File: config.mk
export PLATFORM = sky130hd
export DESIGN_NAME = sr_latch_driver
export DESIGN_NICKNAME = d
export VERILOG_FILES = /design/src/rtl/sr_drv_pkg.sv /design/src/rtl/sr_sync2.sv /design/src/rtl/sr_latch_driver.sv
export SDC_FILE = /design/constraint.sdc
export NUM_CORES = 1
export LEC_CHECK = 0
export CORE_ASPECT_RATIO = 0.75
export CORE_MARGIN = 2
export CORE_UTILIZATION = 45
export DETAILED_ROUTE_END_ITERATION = 8
export PLACE_DENSITY_LB_ADDON = 0.25
export SYNTH_ARGS = -nofsm -noshare
export SYNTH_HDL_FRONTEND = slang
export SYNTH_HIERARCHICAL = 1
export SYNTH_SLANG_ARGS = --single-unit
File: constraint.sdc
create_clock -name clk -period 1.7 [get_ports clk]
set_input_delay 0.17 -clock clk [delete_from_list [all_inputs] [get_ports clk]]
set_output_delay 0.17 -clock clk [all_outputs]
set_load 0.02 [all_outputs]
File: src/rtl/sr_drv_pkg.sv
// Shared types and constants for the SR latch driver: FSM state encoding,
// synchronizer depth and a small max helper used for counter sizing.
package sr_drv_pkg;
  typedef enum logic [1:0] {
    IDLE  = 2'd0,
    PULSE = 2'd1,
    GAP   = 2'd2,
    CHECK = 2'd3
  } state_e;

  localparam int SYNC_STAGES = 2;

  function automatic int max3(input int a, input int b, input int c);
    int m;
    m = (a > b) ? a : b;
    return (m > c) ? m : c;
  endfunction
endpackage

File: src/rtl/sr_sync2.sv
// Multi-flop synchronizer (SYNC_STAGES deep) for an asynchronous level input.
// Async active-high reset clears every stage to 0.
module sr_sync2
  import sr_drv_pkg::*;
(
  input  logic clk,
  input  logic rst,
  input  logic d,
  output logic q
);
  logic [SYNC_STAGES-1:0] sync_q, sync_d;

  always_comb sync_d = {sync_q[SYNC_STAGES-2:0], d};

  always_ff @(posedge clk or posedge rst) begin
    if (rst) sync_q <= '0;
    else     sync_q <= sync_d;
  end

  assign q = sync_q[SYNC_STAGES-1];
endmodule

File: src/rtl/sr_latch_driver.sv
// Drives S/R of an asynchronous SR latch with fixed-width pulses, then confirms Q.
// Optional macro SR_LATCH_DRV_SKIP_REDUNDANT_EN: skip the pulse when Q already matches.
module sr_latch_driver
  import sr_drv_pkg::*;
#(
  parameter int PULSE_W = 2,
  parameter int GAP_W   = 1,
  parameter int TIMEOUT = 8
) (
  input  logic clk,
  input  logic rst,
  input  logic set_req,
  input  logic clr_req,
  output logic req_ready,
  output logic s_out,
  output logic r_out,
  input  logic q_in,
  output logic q_sync,
  output logic done,
  output logic err
);
  localparam int CNT_W = $clog2(max3(PULSE_W, GAP_W, TIMEOUT) + 1);

  state_e           state_q, state_d;
  logic [CNT_W-1:0] cnt_q, cnt_d;
  logic             tgt_q, tgt_d;
  logic             s_q, s_d, r_q, r_d;
  logic             done_q, done_d, err_q, err_d, rdy_q, rdy_d;
  logic             q_s, skip;

  sr_sync2 u_sync (.clk(clk), .rst(rst), .d(q_in), .q(q_s));

`ifdef SR_LATCH_DRV_SKIP_REDUNDANT_EN
  assign skip = (set_req == q_s);
`else
  assign skip = 1'b0;
`endif

  always_comb begin
    state_d = state_q;
    cnt_d   = cnt_q;
    tgt_d   = tgt_q;
    s_d     = s_q;
    r_d     = r_q;
    done_d  = 1'b0;
    err_d   = 1'b0;
    rdy_d   = 1'b0;
    case (state_q)
      IDLE: begin
        rdy_d = 1'b1;
        // rdy_q gates acceptance so the cycle after done/err ignores requests
        if (rdy_q) begin
          if (set_req && clr_req) begin
            err_d = 1'b1;
          end else if (set_req ^ clr_req) begin
            tgt_d = set_req;
            rdy_d = 1'b0;
            if (skip) begin
              done_d = 1'b1;
            end else begin
              state_d = PULSE;
              cnt_d   = '0;
              s_d     = set_req;
              r_d     = ~set_req;
            end
          end
        end
      end
      PULSE: begin
        if (cnt_q == CNT_W'(PULSE_W - 1)) begin
          state_d = GAP;
          cnt_d   = '0;
          s_d     = 1'b0;
          r_d     = 1'b0;
        end else begin
          cnt_d = cnt_q + 1'b1;
        end
      end
      GAP: begin
        if (cnt_q == CNT_W'(GAP_W - 1)) begin
          state_d = CHECK;
          cnt_d   = '0;
        end else begin
          cnt_d = cnt_q + 1'b1;
        end
      end
      CHECK: begin
        if (q_s == tgt_q) begin
          done_d  = 1'b1;
          state_d = IDLE;
          cnt_d   = '0;
        end else if (cnt_q == CNT_W'(TIMEOUT - 1)) begin
          err_d   = 1'b1;
          state_d = IDLE;
          cnt_d   = '0;
        end else begin
          cnt_d = cnt_q + 1'b1;
        end
      end
      default: state_d = IDLE;
    endcase
  end

  always_ff @(posedge clk or posedge rst) begin
    if (rst) begin
      state_q <= IDLE;
      cnt_q   <= '0;
      tgt_q   <= 1'b0;
      s_q     <= 1'b0;
      r_q     <= 1'b0;
      done_q  <= 1'b0;
      err_q   <= 1'b0;
      rdy_q   <= 1'b0;
    end else begin
      state_q <= state_d;
      cnt_q   <= cnt_d;
      tgt_q   <= tgt_d;
      s_q     <= s_d;
      r_q     <= r_d;
      done_q  <= done_d;
      err_q   <= err_d;
      rdy_q   <= rdy_d;
    end
  end

  assign req_ready = rdy_q;
  assign s_out     = s_q;
  assign r_out     = r_q;
  assign q_sync    = q_s;
  assign done      = done_q;
  assign err       = err_q;
endmodule

# Word level (Yosys, flattened, before mapping)
# Index checks and enable logic that the tools add are counted.
[op_classes]
reduce_logical = 8
mux = 36
bitwise = 3
add_sub_neg = 1
eq_ne = 12
[op_table]
columns = ["cell", "n"]
rows = [
  ["4-bit 2-to-1 mux", 7],
  ["1-bit 2-to-1 mux", 17],
  ["4-bit case mux with 4 select lines", 1],
  ["2-bit 2-to-1 mux", 7],
  ["2-bit inequality test (second input constant)", 5],
  ["2-bit case mux with 4 select lines", 1],
  ["1-bit case mux with 2 select lines", 3],
  ["6-bit AND reduction", 1],
  ["5-bit AND reduction", 1],
  ["4-bit by 1-bit adder with 4-bit output (second input constant)", 1],
  ["2-bit equality test (second input constant)", 2],
  ["4-bit by 1-bit equality test with 1-bit output (second input constant)", 1],
  ["4-bit by 3-bit equality test with 1-bit output (second input constant)", 1],
  ["4-bit zero test", 1],
  ["4-bit AND reduction", 1],
  ["3-bit inequality test (second input constant)", 1],
  ["3-bit AND reduction", 1],
  ["2-bit by 1-bit equality test with 1-bit output (second input constant)", 1],
  ["2-bit zero test", 1],
  ["1-bit NOT", 2],
  ["2-bit nonzero test", 1],
  ["1-bit equality test", 1],
  ["1-bit logical AND", 1],
  ["1-bit XOR", 1],
]
[word_totals]
regBits = 14
inputBits = 5
word_cells = 69

# Logic depth before layout (Yosys ltp)
[depth]
word_depth = 5
depth_mapped = 7
mapped_depth_nobuf = 6

# By module
# Netlist, hierarchy kept.
[modules_own_cells]
columns = ["mod", "area_per_inst_um2", "instances", "cells_each"]
rows = [
  ["sr_latch_driver", 749.5, 1, 74],
  ["sr_sync2", 53.8, 1, 3],
]

# Worst setup path before layout
# OpenSTA, ideal clock, no wires.
[synth_path]
kind = "reg-to-reg"
from = "register state_q[0]"
to = "register state_q[1]"
path_slack_ns = 0.112
arrival_time_ns = 1.468
required_time_ns = 1.580
n_path_buf = 0
stages_incl_launch_ff = 6
path_cell_list = "dfrtp_1 ha_1 o22a_1 a221oi_4 a31oi_1 a41o_1"
[synth_via]
elab_chain_len = 3
word_cells_on_any_way = 12
classes_between = "eq/ne (9); mux (1); reduce/logical (2)"
[synth_rtl]
columns = ["element", "line_no", "text"]
rows = [
  ["start: declaration", "sr_latch_driver.sv:24", "state_e state_q, state_d;"],
  ["start signal: assignment", "sr_latch_driver.sv:115", "state_q <= state_d;"],
  ["2-bit equality test (tied with other cells)", "sr_latch_driver.sv:48", "case (state_q)"],
  ["3-bit inequality test (no line) or 2-bit inequality test (tied branches)", "n/a", ""],
  ["6-bit AND reduction (no line)", "n/a", ""],
]
# Several ways; a longest one is shown, not always the timed one.
# A chain may end at the register's enable or synchronous reset.

# Worst setup path after layout
# Ends and elaborated chain as after synthesis.

==> results.md <==
* Outcome: complete, no violations
* Non-Filler Cell Area, Final at 0.00101 mm²
* Synth Area per Inst at 10.4 µm²
* CTS root buf: clkbuf_4
* Post-route setup slack at 44.8 ps
* Warnings, synthesis at 6
* H-tree depth reported by CTS at 1
* Antenna Nets Post-Route at 0
* Worst hold path class: in2async
* Fraction of synthesis flops using an asynchronous set or reset pin at 1.00
* Post-synthesis instance area at around 800 µm²
* Initial antenna violation count at 0
* First-pass GRT wire length at 2.55 mm
* Vias per Instance at 5.50
* Slew headroom at 0.689
* Initial Util at 0.470
* Row Count at 13
* # port buffers at 10
* Class of the most critical setup path: reg2reg
* Post-Route Hold Slack at 72.5 ps
* Static Leakage at 0.476 nW
* FF+latch count, synth at 14
* Placed cells at 111
* Area fraction of the dominant cell type after synthesis at 0.436
* Syn nets at 90
* Std-Cell Core Area at around 0.0017 mm²
* Post-CTS clock slew at the launch and capture registers of the worst setup and hold paths at roughly 80 ps
* Max-slew violation count at 0
* Top achievable clock speed at 604 MHz
* Number of buffers inserted for hold repair after clock tree synthesis at 0
* Req. time, crit path at 1870 ps
* Vertical die dimension at 40.6 µm
* Standard cell with the maximum stage delay on the critical path: dfrtp_1
* Final period demand of the worst path at 1660 ps
* Clock insertion delay at the later pin of the skew report at 280 ps
* Remaining design rule violation count at 0
* Count of flip-flops with a built-in enable after synthesis at 0
* Total count of hold-check failures in the final report at 0
* Pin count of the biggest net entering global routing at 13
* Cell taking the most area after synthesis: dfrtp_1
* Portion of the post-synthesis area used by sequential elements at 0.436
* Final count of negative-setup-slack endpoints at 0
* Main flop type after synthesis: dfrtp_1
* Endpoint kind of the worst setup timing path: register
* Arrival time of the worst setup path at 1830 ps
* Max-cap violations at 0
* Starting DRT DRC Count at 8
* Max VDD drop at roughly 970 µV
* Final design utilization at 0.592
* Dpl cell area at 946 µm²
* Post-synthesis cell count at 77
* Wire length per cell at 13.1 µm
* CP cell instances: inv_2 > ha_4 > o22a_1 > a221oi_4 > a31oi_1 > a41o_1
* Top cells by area, synth: dfrtp_1 (44%), ha_1 (12%), inv_1 (5.6%), a221oi_4 (3.3%), a31oi_1 (2.3%)
* Post-route insts no fill at 116
* Via count of the first global-routing pass at 543
* Setup repair after global routing missed its margin: yes
* Share of cells above drive strength 1 at 0.213
* Number of antenna cells inserted at 0
* Transition time at the pin with the least slew margin at 467 ps
* Worst setup slack after placement at -63.9 ps
* I/O pin total at 11
* Wire length reported by the detailed router at 1.53 mm
* Die area at 0.00214 mm²
* Post-route clock period utilization at 0.974
* Total GRT Usage at 0.176
* CTS buffer count at 3
* First-pass iteration count of the detailed router at 5
* Number of vias in the routed layout at 638
* Delay of the slowest cell on the worst path at 420 ps
* Number of distinct standard cells referenced by the synthesized netlist at 31
* Gr ovfl total at 0
* Number of sinks driven by the clock tree at 14
* Post-DP HPWL at 1.18 mm
* RePlAce Congestion at 0.835
* Synthesis-to-finish area growth at 25.9%
* Power per unit of standard cell area at 1640 mW/mm²
* Number of nets in the finished design at 109
* Setup skew after layout at 5.16 ps
* Maximum number of buffers from clock root to sink at 2
* Horizontal die dimension at 52.8 µm
* CTS tree: done
* Worst-path fanout max at 7
* Worst Setup Start Kind: register
==> per-layer routing <==
layer | wire length [µm] | up-vias | GRT usage
li1 | - | 312 | -
met1 | 726 | 306 | 0.230
met2 | 715 | 18 | 0.291
met3 | 75 | 2 | 0.0597
met4 | 8 | 0 | 0.0385
met5 | 0 | - | 0
==> cell usage in the layout, fill, tap and decap left out, drive strengths merged <==
cell type,n
a2111o,1
a21o,3
a21oi,3
a221oi,2
a2bb2oi,1
a31oi,3
a41o,1
and3,1
and3b,1
buf,5
clkbuf,3
clkdlybuf4s50,10
dfrtp,14
ha,8
inv,13
nand2,5
nand2b,3
nand3,3
nand3b,1
nor2,3
nor2b,1
o211ai,1
o21ai,2
o22a,1
o22ai,3
or3,1
xor2,1
==> state kept, by name, indices dropped and copies added, names as in the netlist <==
name / flops
err: 1
cnt_q: 4
state_q: 2
tgt_q: 1
u_sync/sync_q: 2
s_out: 1
r_out: 1
req_ready: 1
done: 1
==> cells by family after synthesis <==
logic type,Yosys count,share of synthesized area
xor gates and xnor gates,1,0.0203
AOI/OAI and AO/OA,21,0.217
buffers and inverters,14,0.0701
DFF,14,0.436
adders and majority gates,8,0.125
and+or+nand+nor,19,0.132
==> worst paths after layout <==
check / startpoint / end / slack, ps / cells after the start
worst max-delay path: state_q[0]$_DFFE_PP0P_ / state_q[1]$_DFFE_PP0P_ / 40 / 6
worst min register to register: u_sync/sync_q[0]$_DFF_PP0_ / u_sync/sync_q[1]$_DFF_PP0_ / 370 / 0
worst min-delay path: rst / u_sync/sync_q[1]$_DFF_PP0_ / 70 / 2
max in group asynchronous: rst / s_out$_DFFE_PP0P_ / 1150 / 2
worst max register to register: state_q[0]$_DFFE_PP0P_ / state_q[1]$_DFFE_PP0P_ / 40 / 6
min in group clk: q_in / u_sync/sync_q[0]$_DFF_PP0_ / 360 / 1
==> power breakdown <==
part,switching [mW],internal (mW),total [mW]
Sequential,0.105,0.437,0.542
Clock,0.0999,0.0821,0.182
Combinational,0.491,0.448,0.939
Total,0.695,0.967,1.66
==> cell usage after synthesis (all sizes together) (3+ instances only) <==
cell type / number
ha: 8
o22ai: 3
nand2: 5
nand2b: 3
a31oi: 3
nand3: 3
dfrtp: 14
a21o: 3
a21oi: 3
inv: 13
nor2: 3
==> cell type report <==
class,count,area (µm²)
tap,22,27.5
fill,150,697
timing repair buffer,15,150
clock buffer,3,22.5
inverter,13,48.8
multi-input combinational,49,412
sequential,14,350
==> metrics by stage <==
stage / setup TNS [ps] / power [mW]
finish: 0 / 1.66
global route: -102 / 1.81
CTS: 0 / 1.58
detailed placement: -128 / 1.39
global placement: -13.0 / 1.36
floorplan: 0 / 1.14
==> critical path, delay by kind of cell (launching register included) <==
kind,cells,cell delay [ps]
DFF,1,420
AOI/OAI and AO/OA,4,890
buffers and inverters,1,80
adders and majority gates,1,180
==> timing repair <==
| item | 4_1_cts | 5_1_grt |
|---|---|---|
| endpoints found under the setup margin | 4 | 6 |
| pin swaps | 0 | 6 |
| setup buffers | 0 | 2 |
| gates cloned | 0 | 0 |
| gates resized for setup | 1 | 4 |
No activity file was read; power rests on OpenSTA's default activity.
